## src/rtl/uart_rst_pkg.sv

```systemverilog
// Shared definitions for the UART reset sequencer: state encoding, default
// stage timings and the counter sizing helper.
package uart_rst_pkg;

   localparam int DEF_STAGE_DLY = 4;
   localparam int DEF_HOLD_CYC  = 8;

   typedef enum logic [2:0] {
      HOLD,
      WAIT_BAUD,
      WAIT_FIFO,
      WAIT_TXRX,
      RUN,
      SOFT_HOLD
   } seq_state_t;

   // Width of a down-counter able to hold the larger of the two delays.
   function automatic int cnt_width(input int stage_dly, input int hold_cyc);
      return $clog2(((stage_dly > hold_cyc) ? stage_dly : hold_cyc) + 1);
   endfunction

endpackage

```

## src/rtl/reset_sync.sv

```systemverilog
// Two-flop reset synchroniser: asserts asynchronously, releases on the
// second rising clock edge after reset falls.
module reset_sync (
   input  logic clk,
   input  logic reset,
   output logic sync_rst
);

   logic meta;

   always_ff @(posedge clk or posedge reset) begin
      if (reset) begin
         meta     <= 1'b1;
         sync_rst <= 1'b1;
      end else begin
         meta     <= 1'b0;
         sync_rst <= meta;
      end
   end

endmodule

```

## src/rtl/reset_sequencer.sv

```systemverilog
// Staged reset release for the UART domains (baud, FIFOs, TX/RX) with a
// soft-reset request path; all outputs come straight from flops.
module reset_sequencer
   import uart_rst_pkg::*;
#(
   parameter int STAGE_DLY = DEF_STAGE_DLY,
   parameter int HOLD_CYC  = DEF_HOLD_CYC
) (
   input  logic clk,
   input  logic reset,
   input  logic soft_rst_req,
   output logic rst_baud,
   output logic rst_fifo,
   output logic rst_tx,
   output logic rst_rx,
   output logic seq_done,
   output logic soft_rst_ack
);

   localparam int CW = cnt_width(STAGE_DLY, HOLD_CYC);

   // The edge on which HOLD notices sync_rst low already counts as the first
   // cycle of the baud wait, hence the shortened first load.
   localparam logic [CW-1:0] STAGE_LOAD = CW'(STAGE_DLY - 1);
   localparam logic [CW-1:0] FIRST_LOAD = CW'((STAGE_DLY > 1) ? (STAGE_DLY - 2) : 0);
   localparam logic [CW-1:0] HOLD_LOAD  = CW'(HOLD_CYC - 1);
   localparam bit            SKIP_BAUD  = (STAGE_DLY == 1);

   logic          sync_rst;
   seq_state_t    state;
   seq_state_t    state_next;
   logic [CW-1:0] cnt;
   logic [CW-1:0] cnt_next;
   logic          ack_next;
   logic          baud_next;
   logic          fifo_next;
   logic          txrx_next;
   logic          done_next;

   reset_sync u_reset_sync (
      .clk      (clk),
      .reset    (reset),
      .sync_rst (sync_rst)
   );

   always_ff @(posedge clk or posedge reset) begin
      if (reset) begin
         state        <= HOLD;
         cnt          <= '0;
         rst_baud     <= 1'b1;
         rst_fifo     <= 1'b1;
         rst_tx       <= 1'b1;
         rst_rx       <= 1'b1;
         seq_done     <= 1'b0;
         soft_rst_ack <= 1'b0;
      end else begin
         state        <= state_next;
         cnt          <= cnt_next;
         rst_baud     <= baud_next;
         rst_fifo     <= fifo_next;
         rst_tx       <= txrx_next;
         rst_rx       <= txrx_next;
         seq_done     <= done_next;
         soft_rst_ack <= ack_next;
      end
   end

   always_comb begin
      state_next = state;
      cnt_next   = cnt;
      ack_next   = 1'b0;

      unique case (state)
         HOLD: begin
            if (!sync_rst) begin
               if (SKIP_BAUD) begin
                  state_next = WAIT_FIFO;
                  cnt_next   = STAGE_LOAD;
               end else begin
                  state_next = WAIT_BAUD;
                  cnt_next   = FIRST_LOAD;
               end
            end
         end
         WAIT_BAUD: begin
            if (cnt == '0) begin
               state_next = WAIT_FIFO;
               cnt_next   = STAGE_LOAD;
            end else begin
               cnt_next = cnt - 1'b1;
            end
         end
         WAIT_FIFO: begin
            if (cnt == '0) begin
               state_next = WAIT_TXRX;
               cnt_next   = STAGE_LOAD;
            end else begin
               cnt_next = cnt - 1'b1;
            end
         end
         WAIT_TXRX: begin
            if (cnt == '0) begin
               state_next = RUN;
               cnt_next   = '0;
            end else begin
               cnt_next = cnt - 1'b1;
            end
         end
         RUN: begin
            if (soft_rst_req) begin
               state_next = SOFT_HOLD;
               cnt_next   = HOLD_LOAD;
               ack_next   = 1'b1;
            end
         end
         SOFT_HOLD: begin
            // Returning through HOLD replays the power-on release timing.
            if (cnt == '0) begin
               state_next = HOLD;
               cnt_next   = '0;
            end else begin
               cnt_next = cnt - 1'b1;
            end
         end
         default: begin
            state_next = HOLD;
            cnt_next   = '0;
         end
      endcase

      if (sync_rst) begin
         state_next = HOLD;
         cnt_next   = '0;
         ack_next   = 1'b0;
      end
   end

   // Output flops are loaded from the next-state decode so each release lands
   // on the same edge as the corresponding state transition.
   always_comb begin
      baud_next = (state_next == HOLD) || (state_next == WAIT_BAUD) ||
                  (state_next == SOFT_HOLD);
      fifo_next = (state_next != WAIT_TXRX) && (state_next != RUN);
      txrx_next = (state_next != RUN);
      done_next = (state_next == RUN);
   end

endmodule

```

## config.mk

```make
export PLATFORM = sky130hd
export DESIGN_NAME = reset_sequencer
export DESIGN_NICKNAME = d
export VERILOG_FILES = /design/src/rtl/uart_rst_pkg.sv /design/src/rtl/reset_sync.sv /design/src/rtl/reset_sequencer.sv
export SDC_FILE = /design/constraint.sdc
export NUM_CORES = 1
export LEC_CHECK = 0
export CAP_MARGIN = 20
export CORE_AREA = 3 3 42 44
export DETAILED_ROUTE_END_ITERATION = 7
export DIE_AREA = 0 0 45 47
export PLACE_DENSITY = 0.72
export SLEW_MARGIN = 20
export SYNTH_ARGS = -nofsm -noshare
export SYNTH_HDL_FRONTEND = slang
export SYNTH_SLANG_ARGS = --single-unit
export TNS_END_PERCENT = 100
```

## constraint.sdc

```tcl
create_clock -name clk -period 1.5 [get_ports clk]
set_clock_uncertainty 0.05 [all_clocks]
set_input_delay 0.3 -clock clk [delete_from_list [all_inputs] [get_ports clk]]
set_output_delay 0.3 -clock clk [all_outputs]
set_load 0.01 [all_outputs]
```

==> results list <==
- Using the TritonRoute via totals, the vias-per-cell ratio works out to 5.85.
- The total count of hold-check failures in the final report is 0.
- Post-layout instance count excluding filler cells: around 100
- Post-CTS timing repair inserted 0 buffers for setup.
* Routed len/inst: 14.8 µm
- TritonCTS clock tree: yes
- Std-Cell Core Area: 1470 µm²
* R2r setup slk: 0.06 ns
* Proportion of synthesized flip-flops having asynchronous set or reset: 1.00
- Hold timing on the final database bottoms out at a slack of 0.245 ns.
- 0 antenna diodes ended up in the layout.
- Insertion delay of the later-clocked pin in the worst-skew pair: 0.29 ns
- Ordered list of cells on the worst path: dlygate4sd2_1
- Initial standard-cell utilization of the core: 0.494
- Overall power of the completed layout: 1380 µW
- Registers take around 360 µm².
- CP Capture Type: output pin
* Number of DRC violations after detailed routing: 0
- Count of placed standard cells including taps: 100
- Gate Count Post-Synth: 75
* Via count of the first global-routing pass: 546
* Clock sink count: 14
* Synthesized area: 727 µm²
- Post-synthesis cell type with the largest combined area: dfrtp_1
* Cell chosen for the clock root: clkbuf_4
* Pin count of the biggest net entering global routing: 15
- Portion of synthesized cell area occupied by the leading cell type: 0.310
- WL final: 1540 µm
- Via count of the routed design: just over 600
* Cell types occupying the most area after synthesis: dfrtp_1, dfstp_2, a21oi_1
- In the finished design, the share of the clock period the worst path needs comes to 0.962.
- In this run, the number of DRC markers left after iteration 0 of detailed routing was 28.
- In the post-route analysis, the smallest setup slack over all paths is 0.0577 ns.
- Pleak: ~0.00040 µW
- The register with the most flip-flops in the layout has 4 of them.
* Synth unique cells: 34
* Die height: 47 µm
- On the worst path, the slowest cell contributes a delay of 0.53 ns.
- Buffer and inverter count on the worst path: 1
- Final slew viol count: 0
- In this run, CTS created clock tree buffers numbering 3.
* Highest-delay cell along the critical path: dfstp_2
* Reg clk slew, reported paths: roughly 0.090 ns
* Register bit count reported by yosys: 14
- Cell Rows: 14
- Upper clock frequency limit: 693 MHz
- STA classifies the critical path startpoint as a flip-flop.
- Setup violations remaining at the end of the flow were counted as 0.
- Compared with the post-synthesis result, the final layout area differs by 20.8%.
* WS Path Type: flip-flop to output pin
* Post-layout minimum cycle time: 1.44 ns
- For the final routed database, the setup TNS stands at 0 ns.
- Detailed placement ended at an HPWL of 1040 µm.
- Worst-case vdd ir drop: 0.716 mV
- During synthesis, Yosys emitted a total of 0 warnings.
* Clock buffer depth: 2
- The path class of the tightest hold or removal check is input pin to async pin.
- Global-route wire length before repair: 2450 µm
- CP Data Required Time: 1.15 ns
- Most frequent cell after synthesis: dfrtp_1
- Global-route congestion overflow total: 0
- The commonest cells after synthesis are dfrtp_1, a21oi_1, o21ai_0, dfstp_2, nor2_1.
- Mean instance size in the synthesized netlist: 9.69 µm²
* Most flop-heavy register: cnt
- Number of enable-type register cells in the synthesized netlist: 0
- The initial antenna violation count was 0.
- Of all nets on the critical path, the largest fanout is 2.
* Chip width: 45 µm
- Final weighted congestion in routability-driven placement: 0.883
* Status: completed
- In the global route stage, overall resource usage came out at 0.165.
* Number of buffer cells added on primary ports: 8
- In the final layout, the multi-input gates occupy 324 µm².
- During I/O placement, the number of pins put on the boundary was 9.
* ANT nets after route: 0
* # Max-Cap Violations: 0
* Largest registers: cnt x4, state x3
- For this design the ratio of total power to cell area is approximately 1600 nW/µm².
- Post-placement setup slack: -0.109 ns
* Fraction of the yosys area taken by sequential cells: 0.491
* Layout cells sized above 1: 0.250
* H-tree levels: 1
* Die ar.: around 2100 µm²
- Net count of the mapped netlist: 78
- For the worst setup path, the data arrival time is 1.09 ns.
- Most instantiated flip-flop cell in the synthesis netlist: dfrtp_1
* Number of fillers in the final layout: 132
- CP top delay family: flip-flops
- After the last flow step, the layout net total stands at slightly above 90.
* Setup repair after global routing missed its margin: false
- The first TritonRoute pass finished after 4 iterations.
placed cells by master, fill, tap and decap left out, drive strengths merged, types with 3 or more instances in the layout:
cell,Yosys,final
dfstp,5,5
o21ai,7,7
buf,5,6
dlygate4sd2,0,4
nand2,3,3
nor2,5,5
clkbuf,0,4
a21o,3,3
dfrtp,9,9
inv,4,4
nand3,3,3
a21oi,8,8
path summary, 6_finish.rpt:
path / startpoint / endpoint / cells past startpoint
max reg2reg: cnt[0] / rst_rx / 4
max: rst_rx / rst_rx / 1
min: reset / state[2] / 3
min in group clk: u_reset_sync.meta / u_reset_sync.sync_rst / 0
max in group asynchronous: reset / u_reset_sync.sync_rst / 3
min reg2reg: u_reset_sync.meta / u_reset_sync.sync_rst / 0
power breakdown:
part           switching [µW]  leakage (µW)  internal, µW
registers                 131      0.000172           474
logic                     250      0.000208           239
clock network             134     0.0000210           148
total                     516      0.000400           861
per-layer routing:
metal  global-route usage  part of all wire  vias up
met5                    0                 0        -
met4               0.0936             0.038        0
met3               0.0460             0.065       10
met2                0.243              0.45       30
met1                0.218              0.44      282
li1                     -                 -      286
worst register-to-register path, stage by stage, from the launching register on:
cell	delay, ns
dfrtp_1	0.47
nor2_1	0.18
nand3_2	0.18
or2_1	0.32
a21o_1	0.18
layout make-up:
cell class / count / share of cell area
clock buffer: 4 / 0.0413
timing repair buffer: 14 / 0.142
multi-input combinational: 52 / 0.369
tap: 16 / 0.0228
sequential: 14 / 0.407
inverter: 4 / 0.0171
timing repair:
action / 4_1_cts / 5_1_grt
gates resized for setup: 4 / 4
hold buffers: 0 / 0
setup endpoints to repair: 4 / 6
cell families after synthesis:
group	synth area share
AO/OA/AOI/OAI	0.227
XOR/XNOR	0.0121
buffers and inverters	0.0706
flip-flops	0.491
other	0.00516
AND/OR/NAND/NOR	0.195
metrics by stage:
stage                     instance area (µm²)   util
after CTS                                 867  0.589
after detailed placement                  836  0.568
after global placement                    836  0.568
final                                     878  0.597
after global routing                      878  0.597
after floorplan                           727      -
No activity file was read; power rests on OpenSTA's default activity.
